[src/rtl/cam_lru_param.sv]
// cam_lru_param: parametrised fully associative CAM with true-LRU replacement.
// Each entry holds valid/key/value; a recency stack order_q[0..CAMSIZE-1]
// tracks use (position 0 = MRU, position CAMSIZE-1 = LRU).
// Responses and occupancy are registered one cycle after the request.
// Optional feature macro: CAM_EVICT_REPORT_EN adds evict_valid/evict_key/evict_val
// outputs describing the valid entry displaced by a WRITE miss.
module cam_lru_param #(
  parameter int CAMSIZE = 8,
  parameter int KEY_W   = 16,
  parameter int VAL_W   = 16
) (
  input  logic                       clk,
  input  logic                       rst_n,
  input  logic                       req_valid,
  input  logic [1:0]                 req_op,
  input  logic [KEY_W-1:0]           req_key,
  input  logic [VAL_W-1:0]           req_val,
  output logic                       resp_valid,
  output logic                       resp_hit,
  output logic [VAL_W-1:0]           resp_val,
  output logic                       resp_err,
`ifdef CAM_EVICT_REPORT_EN
  output logic                       evict_valid,
  output logic [KEY_W-1:0]           evict_key,
  output logic [VAL_W-1:0]           evict_val,
`endif
  output logic [$clog2(CAMSIZE):0]   occupancy
);

  localparam int IDX_W = $clog2(CAMSIZE);
  localparam int OCC_W = $clog2(CAMSIZE) + 1;

  localparam logic [1:0] OP_READ  = 2'b00;
  localparam logic [1:0] OP_WRITE = 2'b01;
  localparam logic [1:0] OP_INV   = 2'b10;

  // State
  logic [CAMSIZE-1:0] valid_q, valid_d;
  logic [IDX_W-1:0]   order_q [CAMSIZE];
  logic [IDX_W-1:0]   order_d [CAMSIZE];
  logic [OCC_W-1:0]   occ_q, occ_d;
  logic [KEY_W-1:0]   key_q [CAMSIZE];
  logic [VAL_W-1:0]   val_q [CAMSIZE];

  logic               resp_valid_q, resp_valid_d;
  logic               resp_hit_q, resp_hit_d;
  logic [VAL_W-1:0]   resp_val_q, resp_val_d;
  logic               resp_err_q, resp_err_d;
`ifdef CAM_EVICT_REPORT_EN
  logic               evict_valid_q, evict_valid_d;
  logic [KEY_W-1:0]   evict_key_q, evict_key_d;
  logic [VAL_W-1:0]   evict_val_q, evict_val_d;
`endif

  // Lookup / allocation helpers
  logic               hit_s;
  logic [IDX_W-1:0]   hit_idx_s;
  logic               any_free_s;
  logic [IDX_W-1:0]   free_idx_s;
  logic [IDX_W-1:0]   tgt_idx_s;
  logic [IDX_W-1:0]   tgt_pos_s;
  logic [IDX_W-1:0]   mru_order_s [CAMSIZE];
  logic [IDX_W-1:0]   lru_order_s [CAMSIZE];
  logic               wr_en_s;

  // Match, free-slot search, target selection and reordered recency stacks
  always_comb begin
    hit_s      = 1'b0;
    hit_idx_s  = '0;
    free_idx_s = '0;
    any_free_s = ~(&valid_q);
    // descending scan so the lowest matching / lowest free index wins
    for (int i = CAMSIZE - 1; i >= 0; i--) begin
      hit_s      = hit_s | (valid_q[i] && (key_q[i] == req_key));
      hit_idx_s  = (valid_q[i] && (key_q[i] == req_key)) ? IDX_W'(i) : hit_idx_s;
      free_idx_s = (!valid_q[i]) ? IDX_W'(i) : free_idx_s;
    end
    // hit entry, else lowest free slot, else the LRU victim
    tgt_idx_s = hit_s ? hit_idx_s : (any_free_s ? free_idx_s : order_q[CAMSIZE-1]);
    tgt_pos_s = '0;
    for (int i = CAMSIZE - 1; i >= 0; i--) begin
      tgt_pos_s = (order_q[i] == tgt_idx_s) ? IDX_W'(i) : tgt_pos_s;
    end
    // move target to MRU: entries above it shift down one position
    mru_order_s[0] = tgt_idx_s;
    for (int i = 1; i < CAMSIZE; i++) begin
      mru_order_s[i] = (IDX_W'(i) <= tgt_pos_s) ? order_q[i-1] : order_q[i];
    end
    // move target to LRU: entries below it shift up one position
    lru_order_s[CAMSIZE-1] = tgt_idx_s;
    for (int i = 0; i < CAMSIZE - 1; i++) begin
      lru_order_s[i] = (IDX_W'(i) >= tgt_pos_s) ? order_q[i+1] : order_q[i];
    end
  end

  // Next-state and response decode per operation
  always_comb begin
    valid_d      = valid_q;
    order_d      = order_q;
    occ_d        = occ_q;
    wr_en_s      = 1'b0;
    resp_valid_d = req_valid;
    resp_hit_d   = 1'b0;
    resp_val_d   = '0;
    resp_err_d   = 1'b0;
`ifdef CAM_EVICT_REPORT_EN
    evict_valid_d = 1'b0;
    evict_key_d   = '0;
    evict_val_d   = '0;
`endif
    if (req_valid) begin
      case (req_op)
        OP_READ: begin
          if (hit_s) begin
            order_d    = mru_order_s;
            resp_hit_d = 1'b1;
            resp_val_d = val_q[hit_idx_s];
          end else begin
            resp_err_d = 1'b1;
          end
        end
        OP_WRITE: begin
          wr_en_s             = 1'b1;
          valid_d[tgt_idx_s]  = 1'b1;
          order_d             = mru_order_s;
          resp_hit_d          = hit_s;
          if (!hit_s && any_free_s) begin
            occ_d = occ_q + OCC_W'(1);
          end else begin
            occ_d = occ_q;
          end
`ifdef CAM_EVICT_REPORT_EN
          if (!hit_s && !any_free_s) begin
            evict_valid_d = 1'b1;
            evict_key_d   = key_q[tgt_idx_s];
            evict_val_d   = val_q[tgt_idx_s];
          end else begin
            evict_valid_d = 1'b0;
          end
`endif
        end
        OP_INV: begin
          if (hit_s) begin
            valid_d[tgt_idx_s] = 1'b0;
            order_d            = lru_order_s;
            occ_d              = occ_q - OCC_W'(1);
            resp_hit_d         = 1'b1;
          end else begin
            resp_hit_d = 1'b0;
          end
        end
        default: begin
          resp_err_d = 1'b1;
        end
      endcase
    end else begin
      resp_valid_d = 1'b0;
    end
  end

  // Control state and registered response with async reset
  always_ff @(posedge clk or negedge rst_n) begin
    if (!rst_n) begin
      valid_q      <= '0;
      occ_q        <= '0;
      resp_valid_q <= 1'b0;
      resp_hit_q   <= 1'b0;
      resp_val_q   <= '0;
      resp_err_q   <= 1'b0;
      for (int i = 0; i < CAMSIZE; i++) begin
        order_q[i] <= IDX_W'(i);
      end
`ifdef CAM_EVICT_REPORT_EN
      evict_valid_q <= 1'b0;
      evict_key_q   <= '0;
      evict_val_q   <= '0;
`endif
    end else begin
      valid_q      <= valid_d;
      occ_q        <= occ_d;
      order_q      <= order_d;
      resp_valid_q <= resp_valid_d;
      resp_hit_q   <= resp_hit_d;
      resp_val_q   <= resp_val_d;
      resp_err_q   <= resp_err_d;
`ifdef CAM_EVICT_REPORT_EN
      evict_valid_q <= evict_valid_d;
      evict_key_q   <= evict_key_d;
      evict_val_q   <= evict_val_d;
`endif
    end
  end

  // Key/value storage; contents are qualified by valid_q so no reset needed
  always_ff @(posedge clk) begin
    if (wr_en_s) begin
      key_q[tgt_idx_s] <= req_key;
      val_q[tgt_idx_s] <= req_val;
    end
  end

  assign resp_valid = resp_valid_q;
  assign resp_hit   = resp_hit_q;
  assign resp_val   = resp_val_q;
  assign resp_err   = resp_err_q;
  assign occupancy  = occ_q;
`ifdef CAM_EVICT_REPORT_EN
  assign evict_valid = evict_valid_q;
  assign evict_key   = evict_key_q;
  assign evict_val   = evict_val_q;
`endif

endmodule

[config.mk]
export PLATFORM = sky130hd
export DESIGN_NAME = cam_lru_param
export DESIGN_NICKNAME = d
export VERILOG_FILES = /design/src/rtl/cam_lru_param.sv
export SDC_FILE = /design/constraint.sdc
export NUM_CORES = 1
export LEC_CHECK = 0
export CAP_MARGIN = 10
export CELL_PAD_IN_SITES_DETAIL_PLACEMENT = 0
export CELL_PAD_IN_SITES_GLOBAL_PLACEMENT = 1
export CORE_AREA = 3 3 172 174
export DETAILED_ROUTE_END_ITERATION = 8
export DIE_AREA = 0 0 175 177
export GPL_ROUTABILITY_DRIVEN = 0
export GPL_TIMING_DRIVEN = 0
export PLACE_DENSITY_LB_ADDON = 0.1
export SLEW_MARGIN = 20
export SYNTH_ARGS = -nofsm -noshare
export SYNTH_HDL_FRONTEND = slang
export SYNTH_SLANG_ARGS = --single-unit
[constraint.sdc]
create_clock -name clk -period 11.7 [get_ports clk]
set_input_delay 1.755 -clock clk [delete_from_list [all_inputs] [get_ports clk]]
set_output_delay 1.755 -clock clk [all_outputs]
set_load 0.02 [all_outputs]
# == Word-level counts from Yosys, hierarchy flattened ==
# Memories as Yosys holds them, arrays and structs flattened.
# Cells that the tools add are included.
# W data, S select, Z words.
# word_totals
reg_bits,55
ram_bits,256
in_bits,37
elab_cells,164
n_memories,2
# op_classes
n_addsub,2
magnitude_cmp,16
eq_ne,28
mux,64
bitwise_logic,11
reduce_logical,27
# mem_list
memory,depth,width,rd,rd_ports_with_merged_regs,write_ports,line_no,rtl
key_q,8,16,8,0,1,42,logic [KEY_W-1:0] key_q [CAMSIZE];
val_q,8,16,1,0,1,43,logic [VAL_W-1:0] val_q [CAMSIZE];
# op_table
operator,count
$eq A16 B16 Y1,8
$mux W3,40
$pmux W24 S3,1
$mux W16,3
$mux W24,2
$reduce_and A5 Y1,7
$eq A3 B3 Y1,8
$ne A2 B2 Y1 const B,10
$pmux W8 S2,1
$le A3 B3 Y1 const A,4
$logic_and A1 B1 Y1,10
$mux W1,10
$ge A3 B3 Y1 const A,3
$and A8 B8 Y8,1
$mux W4,2
$mux W8,1
$not A8 Y8,1
$or A8 B8 Y8,1
$pmux W4 S2,1
$reduce_and A4 Y1,2
$reduce_and A8 Y1,1
$or A1 B1 Y1,7
$ge A1 B3 Y1 const A,2
$ge A2 B3 Y1 const A,2
17 further kinds,20

# == Logic depth before layout (Yosys ltp) ==
# depth
ltp_word,24
ltp_mapped,17

# == Least setup slack after synthesis ==
# No wires, ideal clock.
# synth_path
path_kind,input port to flip-flop
startpoint,input req_key[2]
endpoint,"memory key_q[5][0], enable pin"
setup_ps,463
arrival_ps,6332
path_slack_ps,4906
path_stages,10
cell_sequence,buf_4 -> xor2_1 -> or4_1 -> or4_1 -> o22a_1 -> o21ai_2 -> a21boi_2 -> buf_4 -> or3_1 -> nor3_1
# synth_between
elab_chain_cells,11
# synth_lines
element,line_no,rtl
from (decl),16,"input logic [KEY_W-1:0] req_key,"
$eq A16 B16 Y1,"74, 75",
$logic_and A1 B1 Y1,"74, 75",
$mux W3 (8 in series),75,hit_idx_s = (valid_q[i] && (key_q[i] == req_key)) ? IDX_W'(i) : hit_idx_s;
$mux W3 (*),79,tgt_idx_s = hit_s ? hit_idx_s : (any_free_s ? free_idx_s : order_q[CAMSIZE-1]);
to (decl),42,
# Every way passes the cells marked *; elsewhere a longest branch is shown, timed or not.

# == Worst setup path in the final report ==
# layout_path
startpoint,input req_key[11]
endpoint,register order_q[15] in the netlist's numbering
# layout_between
elab_chain_cells,24
# layout_lines
element,line_no,rtl
$eq A16 B16 Y1,"74, 75",
$logic_and A1 B1 Y1,"74, 75",
$mux W3 (8 in series),75,
$mux W3,79,
$eq A3 B3 Y1,82,tgt_pos_s = (order_q[i] == tgt_idx_s) ? IDX_W'(i) : tgt_pos_s;
$mux W3 (8 in series),82,
$le A2 B3 Y1,87,mru_order_s[i] = (IDX_W'(i) <= tgt_pos_s) ? order_q[i-1] : order_q[i];
$mux W3,87,
$mux W24,114,if (hit_s) begin
$pmux W24 S3,112,case (req_op)
"to (signal, indexed assignment)",171,order_q[i] <= IDX_W'(i);
to (signal assigned),181,order_q <= order_d;
to (decl),39,logic [IDX_W-1:0] order_q [CAMSIZE];
# Parallel ways exist; a longest one is shown, timed or not. The select of a mux whose other input is x is not followed.
# A chain may end at the register's enable or synchronous reset.

==> impl_results.md <==
* Max VDD drop at 124 µV
* Tmin final at 6.63 ns
* Starting Density at 51.4%
* Detailed Place HPWL at 26,700 µm
* Status: completed
* Gate Count Post-Synth at 1,095
* Path category of the worst min-delay check: reg -> reg
* Internal at 2300 µW
* Ordered list of cells on the worst path: clkdlybuf4s50_1 > buf_2 > xor2_1 > or4_1 > or2_2 > o22ai_1 > nor3_1 > or2_1 > clkbuf_1 > xnor2_1 > o311ai_0 > a21oi_1 > a311oi_2 > a31o_2 > nor3_2 > o31ai_2 > mux2_1
* # DRC at 0
* CTS Buffer Depth at 3
* Die footprint at 31,000 µm²
* Highest clock rate at 0.151 GHz
* Kind of critical path: in -> reg
* Critical Path Start Type: primary input
* Drt total wl at 37,500 µm
* Router iterations before antenna repair at 8
* Clk pwr share at 34.4%
* Max-slew violation count at 0
* Syn_nets at 1,135
* CTS Hold Bufs at 0
* YS warnings at 0
* DR vias at 9,474
* Fill cell total of the finished layout at 2,229
* # IOs at 60
* Clock Skews at 0.0155 ns
* Drt initial violations at 850
* Clk slew on worst S/H paths at 0.06 ns
* Top FF cell, synth: edfxtp_1
* Crit share post-route at 56.7%
* Unrepaired setup endpoints after global routing: no
* Distinct cells, synth at 84
* Seq/Total Area, Yosys at 63.2%
* Combinational power share at 23.8%
* Placed cell area at 15,700 µm²
* Setup TNS at 0 ns
* Syn-to-layout area delta at 18.1%
* H-tree levels at 2
* R2r setup slk at 6.83 ns
* Switching Fraction at 30.7%
* Relative slew slack at 34.1%
* Sequential Power Share at 41.9%
* Root Buffer: clkbuf_16
* Leakage Power at 0.00565 µW
* GRT met1 Usage at 35.8%
* Final count of hold timing violations at 0
* Initial antenna violation count at 0
* Number of buffers created by CTS at 36
* Commonest non-fill, non-tap cell in the layout: edfxtp_1
* Met2 usage at 37.2%
* PD cells at 196 nW/µm²
* Largest net degree at the start of global routing at 53
* Post-CTS setup buffer count at 0
* CP max-delay cell: clkdlybuf4s50_1
* # rows at 61
* Async SR Flop Fraction at 17.7%
* Critical-path maximum fanout at 10
* Commonest cells after routing, fill and taps aside: 256 x edfxtp_1, 122 x xnor2_1, 75 x nand2_1
* Net Sw Power at 1020 µW
* I/O Buffers at 59
* Crit path buffers/inverters at 3
* Post-route ant nets at 0
* CTS tree: done
* EDFF count, synth at 256
* Crit path arrival time at 7.04 ns
* CP top delay family: compound AO/OA/AOI/OAI gates
* Final setup vio count at 0
* Layout cells sized above 1 at 13.5%
* Max_cap viols at 0
* Post-synthesis instance area at 14,400 µm²
* Tightest Pin Transition at 0.975 ns
* Clock Latency Late Sink at 0.54 ns
* Register Area at 9080 µm²
* Ant. Diodes at 0
* Die W at 175 µm
* M3 GR Usage at 4.76%
* WP data required at 12.11 ns
* Global-route wire length before repair at 56,700 µm
* Multi-input logic area at 5070 µm²
* Gr ovfl total at 0
* Tot GR Track Use at 24.3%
* Height of the die at 177 µm
* Final Cell Area at 17,000 µm²
* Post-CTS sizing at 0
* Drt via density at 5.84
* Core ar. at 27,900 µm²
* Synth Area per Inst at 13.1 µm²
* Flops & latches, synth at 311
* Max incr delay on CP at 0.74 ns
* Nets@finish at 1,255
* Wire length per cell at 23.2 µm
* Clk sinks at 311
* Vias in the first global route at 9,173
* Top Usage Layer GRT: met2
* Crit. End Element: flop
[power by group through the flow]
stage	sequential [µW]	combinational [µW]	clock, µW
after CTS	1390	787	1160
after global routing	1400	859	1210
final	1390	791	1140
after global placement	1410	759	0
after floorplan	1390	565	0
after detailed placement	1410	782	0
[sequential cells by signal (all words and copies together), names as in the netlist, named ones only]
signal / count
key_q: 128
val_q: 128
order_q: 24
resp_val: 16
occupancy: 4
resp_err: 1
resp_hit: 1
resp_valid: 1
[path summary, 6_finish.rpt]
check | startpoint | end | cells past startpoint
worst max-delay path | req_key[11] | order_q[15] | 17
worst min-delay path | occupancy[3] | occupancy[3] | 1
worst max register to register | key_q[7][5] | order_q[15] | 15
worst min register to register | occupancy[3] | occupancy[3] | 1
max in group asynchronous | rst_n | order_q[4] | 2
min in group asynchronous | rst_n | order_q[10] | 1
[through the flow]
| step | power (µW) | util (%) | hold slack (ns) | cells | worst slack, ns |
|---|---|---|---|---|---|
| floorplan | 1950 | - | 0.506 | 1095 | 4.91 |
| global placement | 2170 | 55.2 | 0.461 | 1532 | 1.40 |
| detailed placement | 2190 | 56.4 | 0.466 | 1555 | 4.52 |
| CTS | 3330 | 60.7 | 0.477 | 1621 | 5.06 |
| global route | 3470 | 60.7 | 0.505 | 1621 | 4.84 |
| finish | 3320 | 60.7 | 0.475 | 1621 | 5.07 |
[cell usage after synthesis, drive strengths merged, types with 12 or more instances]
library cell	instances	area, µm²
edfxtp	256	7690
xnor2	122	1070
nand2	75	282
nor2	64	267
a21oi	51	263
o21ai	48	248
dfrtp	43	1080
mux2i	38	380
nand4	36	231
xor2	32	280
nand3	29	145
mux2	25	289
buf	23	126
clkbuf	23	86.3
nor3	22	115
nor2b	19	119
a211oi	16	120
inv	13	48.8
nor3b	13	114
nor4	13	81.3
dfstp	12	315
or2	12	75.1
[metal layers]
layer	up-vias	part of all wire [%]	routed length (µm)
met5	-	0	0
met2	351	45	17000
met3	65	7.4	2780
met4	0	2.5	925
li1	4341	-	-
met1	4717	45	16900
[cell type report]
type                       count  area share (%)
buffer                        46            1.25
clock buffer                  41            5.66
clock inverter                25            1.51
inverter                      13           0.288
multi-input combinational    725            29.9
sequential                   311            53.5
tap                          378            2.79
timing repair buffer          82            5.07
[kinds of logic after synthesis]
kind of cell | Yosys count | synth area share [%]
DFF | 311 | 63.2
and+or+nand+nor | 335 | 12.7
buffers and inverters | 59 | 1.82
muxes | 63 | 4.66
adders and majority gates | 3 | 0.314
AOI/OAI and AO/OA | 170 | 7.96
xor gates and xnor gates | 154 | 9.39
No activity file was read; power rests on OpenSTA's default activity.
